## src/rtl/jtag_shift_pkg.sv

```systemverilog
// Shared opcode/state encodings and default sizing for the JTAG shift engine.
package jtag_shift_pkg;

  localparam int unsigned JTAG_W_DEFAULT          = 32;
  localparam int unsigned JTAG_DIV_W_DEFAULT      = 16;
  localparam int unsigned JTAG_TICK_DELAY_DEFAULT = 50;

  typedef enum logic [1:0] {
    OP_SHIFT   = 2'd0,
    OP_TMS_SEQ = 2'd1,
    OP_TRST    = 2'd2,
    OP_SET_DIV = 2'd3
  } jtag_op_e;

  typedef enum logic [2:0] {
    ST_IDLE,
    ST_LOW,
    ST_HIGH,
    ST_TRST,
    ST_RSP
  } jtag_state_e;

endpackage

```

## src/rtl/jtag_tck_divider.sv

```systemverilog
// Half-period tick generator: tick fires after reload_val+1 enabled clocks.
module jtag_tck_divider #(
  parameter int unsigned DIV_W      = 16,
  parameter int unsigned TICK_DELAY = 50
) (
  input  logic             clock,
  input  logic             reset,
  input  logic             enable,
  input  logic             reload,
  input  logic [DIV_W-1:0] reload_val,
  output logic             tick
);

  logic [DIV_W-1:0] cnt;

  assign tick = enable && (cnt == '0);

  always_ff @(posedge clock) begin
    if (!reset) begin
      cnt <= DIV_W'(TICK_DELAY);
    end else if (enable) begin
      if (reload) begin
        cnt <= reload_val;
      end else if (cnt != '0) begin
        cnt <= cnt - 1'b1;
      end
    end
  end

endmodule

```

## src/rtl/jtag_shift_engine.sv

```systemverilog
// Command-driven JTAG shifter: SHIFT/TMS_SEQ/TRST/SET_DIV commands, one response each.
module jtag_shift_engine
  import jtag_shift_pkg::*;
#(
  parameter int unsigned W          = JTAG_W_DEFAULT,
  parameter int unsigned DIV_W      = JTAG_DIV_W_DEFAULT,
  parameter int unsigned TICK_DELAY = JTAG_TICK_DELAY_DEFAULT
) (
  input  logic               clock,
  input  logic               reset,
  input  logic               enable,
  input  logic               init_done,
  input  logic               cmd_valid,
  output logic               cmd_ready,
  input  logic [1:0]         cmd_op,
  input  logic [$clog2(W):0] cmd_len,
  input  logic [W-1:0]       cmd_tms,
  input  logic [W-1:0]       cmd_tdi,
  input  logic               cmd_last,
  output logic               rsp_valid,
  input  logic               rsp_ready,
  output logic [W-1:0]       rsp_tdo,
  output logic               rsp_undriven,
  output logic               jtag_TCK,
  output logic               jtag_TMS,
  output logic               jtag_TDI,
  output logic               jtag_TRSTn,
  input  logic               jtag_TDO_data,
  input  logic               jtag_TDO_driven,
  output logic               busy
);

  localparam int unsigned LW = $clog2(W) + 1;
  localparam int unsigned HW = LW + 1;
  localparam logic [LW-1:0] W_LEN = LW'(W);

  jtag_state_e      state;
  jtag_op_e         op_in;
  jtag_op_e         op_q;
  logic             last_q;
  logic             init_done_sticky;
  logic [DIV_W-1:0] div_q;
  logic             tick;
  logic             reload;
  logic             accept;
  logic [LW-1:0]    len_eff;
  logic [LW-1:0]    rem;
  logic [HW-1:0]    hp;
  logic [W-1:0]     tdi_sr;
  logic [W-1:0]     tms_sr;
  logic [W-1:0]     bit_mask;

  assign op_in     = jtag_op_e'(cmd_op);
  assign cmd_ready = (state == ST_IDLE) && init_done_sticky && enable;
  assign accept    = cmd_valid && cmd_ready;
  assign len_eff   = (cmd_len > W_LEN) ? W_LEN : cmd_len;
  assign busy      = (state != ST_IDLE);
  assign rsp_valid = (state == ST_RSP);

  // Every state change happens on accept or on a tick, so both restart the half period.
  assign reload = accept || tick;

  jtag_tck_divider #(
    .DIV_W      (DIV_W),
    .TICK_DELAY (TICK_DELAY)
  ) u_tck_divider (
    .clock      (clock),
    .reset      (reset),
    .enable     (enable),
    .reload     (reload),
    .reload_val (div_q),
    .tick       (tick)
  );

  always_ff @(posedge clock) begin
    if (!reset) begin
      init_done_sticky <= 1'b0;
    end else if (init_done) begin
      init_done_sticky <= 1'b1;
    end
  end

  always_ff @(posedge clock) begin
    if (!reset) begin
      state        <= ST_IDLE;
      op_q         <= OP_SHIFT;
      last_q       <= 1'b0;
      div_q        <= DIV_W'(TICK_DELAY);
      rem          <= '0;
      hp           <= '0;
      tdi_sr       <= '0;
      tms_sr       <= '0;
      bit_mask     <= '0;
      rsp_tdo      <= '0;
      rsp_undriven <= 1'b0;
      jtag_TCK     <= 1'b0;
      jtag_TMS     <= 1'b1;
      jtag_TDI     <= 1'b0;
      jtag_TRSTn   <= 1'b1;
    end else if (enable) begin
      case (state)
        ST_IDLE: begin
          if (accept) begin
            op_q         <= op_in;
            last_q       <= cmd_last;
            rsp_tdo      <= '0;
            rsp_undriven <= 1'b0;
            case (op_in)
              OP_SHIFT, OP_TMS_SEQ: begin
                if (len_eff == '0) begin
                  state <= ST_RSP;
                end else begin
                  state    <= ST_LOW;
                  jtag_TCK <= 1'b0;
                  jtag_TDI <= cmd_tdi[0];
                  jtag_TMS <= (op_in == OP_TMS_SEQ) ? cmd_tms[0]
                                                    : ((len_eff == LW'(1)) && cmd_last);
                  tdi_sr   <= cmd_tdi >> 1;
                  tms_sr   <= cmd_tms >> 1;
                  rem      <= len_eff;
                  bit_mask <= W'(1);
                end
              end
              OP_TRST: begin
                if (cmd_len == '0) begin
                  state <= ST_RSP;
                end else begin
                  // Reset is held for 2*len half periods of the current divider.
                  state      <= ST_TRST;
                  jtag_TCK   <= 1'b0;
                  jtag_TRSTn <= 1'b0;
                  hp         <= {cmd_len, 1'b0};
                end
              end
              default: begin
                div_q <= cmd_tdi[DIV_W-1:0];
                state <= ST_RSP;
              end
            endcase
          end
        end

        ST_LOW: begin
          if (tick) begin
            state    <= ST_HIGH;
            jtag_TCK <= 1'b1;
            if (jtag_TDO_driven) begin
              if (jtag_TDO_data) begin
                rsp_tdo <= rsp_tdo | bit_mask;
              end
            end else begin
              rsp_undriven <= 1'b1;
            end
          end
        end

        ST_HIGH: begin
          if (tick) begin
            jtag_TCK <= 1'b0;
            if (rem > LW'(1)) begin
              state    <= ST_LOW;
              rem      <= rem - LW'(1);
              bit_mask <= bit_mask << 1;
              jtag_TDI <= tdi_sr[0];
              tdi_sr   <= tdi_sr >> 1;
              tms_sr   <= tms_sr >> 1;
              // rem==2 here means the bit being loaded is the final one.
              jtag_TMS <= (op_q == OP_TMS_SEQ) ? tms_sr[0]
                                               : ((rem == LW'(2)) && last_q);
            end else begin
              state <= ST_RSP;
            end
          end
        end

        ST_TRST: begin
          if (tick) begin
            if (hp == HW'(1)) begin
              state      <= ST_RSP;
              jtag_TRSTn <= 1'b1;
            end else begin
              hp <= hp - HW'(1);
            end
          end
        end

        ST_RSP: begin
          if (rsp_ready) begin
            state <= ST_IDLE;
          end
        end

        default: state <= ST_IDLE;
      endcase
    end
  end

endmodule

```

## config.mk

```make
export PLATFORM = sky130hd
export DESIGN_NAME = jtag_shift_engine
export DESIGN_NICKNAME = d
export VERILOG_FILES = /design/src/rtl/jtag_shift_pkg.sv /design/src/rtl/jtag_tck_divider.sv /design/src/rtl/jtag_shift_engine.sv
export SDC_FILE = /design/constraint.sdc
export NUM_CORES = 1
export LEC_CHECK = 0
export BUFFER_PORTS_ARGS = -buffer_cell sky130_fd_sc_hd__buf_4
export CAP_MARGIN = 5
export CORE_MARGIN = 2
export CORE_UTILIZATION = 40
export CTS_CLUSTER_SIZE = 12
export DETAILED_ROUTE_END_ITERATION = 10
export GPL_ROUTABILITY_DRIVEN = 0
export HOLD_SLACK_MARGIN = 0.12
export PLACE_DENSITY = 0.56
export SLEW_MARGIN = 40
export SYNTH_ARGS = -nofsm -noshare
export SYNTH_HDL_FRONTEND = slang
export SYNTH_SLANG_ARGS = --single-unit
export TNS_END_PERCENT = 30
```

## constraint.sdc

```tcl
create_clock -name clock -period 2.87 [get_ports clock]
set_clock_uncertainty 0.05 [all_clocks]
set_input_delay 0.574 -clock clock [delete_from_list [all_inputs] [get_ports clock]]
set_output_delay 0.574 -clock clock [all_outputs]
set_load 0.03 [all_outputs]
```

==> impl_metrics.ini <==
[run_status]
status = completed

[clock_network]
clkSinkCount = 183
root_buffer = clkbuf_16
cts_hold_buf = 0
clk_pin_slew_worst_paths_ns = 0.08
h-tree-depth = 4
clk_latency_ns = 0.44
cts_setup_buffers = 0
numCtsBuffers = 17
clock_tree.buffer_depth = 2
postCtsResizedCells = 0
cts_tree = yes

[run]
max-cap-violations = 0

[power_and_ir_drop]
swShare_pct = 33.4
p_int_mw = 4.26
power_leakage_nw = 3.73
peakVddDrop_uv = 508
p_switching_mw = 2.13
p_per_area_nw_per_um2 = 623
seqPwrFrac_pct = 42.5
power.share.clock_pct = 38.0
comb_power_share_pct = 19.5

[routing]
highest_layer = met4
drt-wirelength-per-cell_um = 17.1
route.detailed.drc = 0
via_per_inst = 5.75
dr_wl_met2_um = 10700
m1WireLength_um = 11600
dr.pass1.iters = 7
routed_wl_um = 23700
via_count = 7962
met3_length_um = 1030
drt_iter0_drc = 503
ant_nets = 0

[worst_hold_path]
hold_start = init_done
hold_path.class = in2reg
hold_end = init_done_sticky
whs_path_depth = 3

[timing]
fin_tns_setup_ns = 0
timing.fmax_mhz = 411
setup_viol = 0
tightest_slew_ns = 0.559
timing.hold.ws_ns = 0.289
hold_viol = 0
slew_viol_final = 0
slew_headroom_pct = 62.1
period_needed_ns = 2.43
fin_crit_sh_pct = 84.8
rsz0062_at_grt = no

[floorplan]
dieArea_um2 = 22200
dieHeight_um = 149
initial_utilization_pct = 40.4
coreArea_um2 = 20800
rows = 53
io_pins = 121
die_x_um = 149

[placement]
hpwlAfterDp_um = 15400
portBuffers = 120
place_inst = 1352
dpl-instance-area_um2 = 9630

[final_layout]
nNetsFinal = 1184
antenna_cells = 0
fin_cells = 1384
fillers = 2078
drive_gt1_share_pct = 20.2
area_growth_pct = 21.7
design_area_um2 = 10200

[logic_synthesis]
async_reset_ff_share_pct = 0
synthFlopType = dfxtp_1
synth_warnings = 0
synth_top_area_share_pct = 43.5
synth_seq_area_share_pct = 43.5
syn_area_um2 = 8420
synth.avg_cell_area_um2 = 8.28
yosysTopAreaCell = dfxtp_1
ys_seq_elements = 183
synth_area_leaders = dfxtp_1 44%, nand2_1 8.2%, a21oi_1 7.8%
synth_fp_nets = 1105
postSynthCellCount = 1017
yosys.cell_types.count = 71
synth_edf_count = 0

[global_routing]
grt_pass1_vias = 7245
grt_max_degree = 81
grt_use_total_pct = 21.3
antenna_found_initial = 0
grt-ovfl-total = 0
grt_pass1_wl_um = 38400

[worst_setup_path]
r2r_setup_slack_ns = 0.44
timing.rr.end = tms_sr[23]
crit_type = reg2reg
cp_max_fo = 29
required_ns = 3.17
rr_startpoint = state[1]
critPathArrivalTime_ns = 2.73
rr_worst_depth = 7
crit_path_start_kind = register
critPathCaptureType = register
layer usage:
metal	vias to the layer above	global-route usage, %
met3	31	3.67
met2	212	32.7
met4	0	6.43
li1	3942	-
met5	-	0
met1	3777	30.7
cell type report:
type                            count  area [µm²]  share of cell area (%)
Tap cell                          275         344                    3.36
Clock inverter                     15         190                    1.86
Multi-Input combinational cell    718        4270                    41.6
Timing Repair Buffer              158        1290                    12.6
Clock buffer                       17         425                    4.15
Inverter                           18        70.1                   0.684
Sequential cell                   183        3660                    35.8
worst max-delay path by stage:
stage	start	end	cells past startpoint
floorplan	enable	cmd_ready	4
global placement	cmd_len[4]	hp[5]	6
detailed placement	cmd_len[4]	hp[6]	6
CTS	state[1]	tdi_sr[21]	7
global route	state[1]	tms_sr[23]	7
finish	state[1]	tms_sr[23]	7
critical path, cell delays in order, from the launching register on:
cell and delay [ns]:
dfxtp_1 0.49, nor3_4 0.31, inv_2 0.13, a211oi_2 0.30, a31o_4 0.40, buf_4 0.29
a21oi_1 0.08, a311oi_1 0.27
logic make-up (layout without fill, tap and decap cells):
logic type | count (synthesis) | after routing | synth area share [%]
DFF | 183 | 183 | 43.5
adders and majority gates | 7 | 7 | 1.04
and+or+nand+nor | 358 | 358 | 21.0
muxes | 7 | 7 | 0.877
buffers and inverters | 116 | 208 | 6.24
AOI/OAI and AO/OA | 346 | 346 | 27.3
cells in the final DEF, fill, tap and decap left out, drive strengths merged, types with 4 or more instances in the layout:
cell type    n
nor2b        5
a31oi       10
or2          4
nand3       21
a22o        32
a311oi      60
ha           7
o311ai       4
and3         5
nor3        20
or4          5
buf        158
nor2        29
o21ai       60
nand2      185
o31ai        5
nor4        16
or3          6
a211oi       5
dfxtp      183
mux2i        4
clkinv       5
a21oi      133
clkbuf      17
nand4       45
a221oi       5
inv         27
cell usage after synthesis, drive strengths merged (2+ instances only):
library cell,n
a221o,2
dfxtp,183
nand2b,3
a31oi,10
o2111ai,3
a22o,32
clkbuf,57
nor3,20
a211oi,5
ha,7
nand2,185
nor4,16
mux2i,4
a31o,2
o211a,3
o21ai,60
o311a,2
nor2,29
o311ai,4
o211ai,2
o31ai,5
nand4b,3
or3,6
a221oi,5
and3,5
nand3,21
buf,41
o32ai,3
nand4,45
or4,5
and2,3
nor2b,5
inv,18
nor3b,2
a21oi,133
or2,4
or3b,2
mux2,3
a32o,3
a311oi,60
a21o,3
flip-flops by register name, summed over array words and instances (netlist names), 6 cells and up:
name	flops
div_q	16
tms_sr	31
u_tck_divider.cnt	16
rsp_tdo	32
tdi_sr	31
hp	7
bit_mask	32
rem	6
power by group through the flow:
stage	clock network, mW	logic (mW)	registers (mW)
6_report	2.43	1.25	2.71
3_3_place_gp	0	1.25	2.77
3_5_place_dp	0	1.25	2.77
4_1_cts	2.48	1.25	2.71
2_1_floorplan	0	0.826	2.75
5_1_grt	2.58	1.37	2.73
stage by stage:
step / power (mW) / worst slack [ns] / utilization, %
6_report: 6.39 / 0.437 / 49.2
2_1_floorplan: 3.57 / 0.634 / -
3_3_place_gp: 4.02 / 0.254 / 46.2
4_1_cts: 6.45 / 0.429 / 49.2
5_1_grt: 6.68 / 0.223 / 49.2
3_5_place_dp: 4.02 / 0.257 / 46.2
No activity file was read; power rests on OpenSTA's default activity.
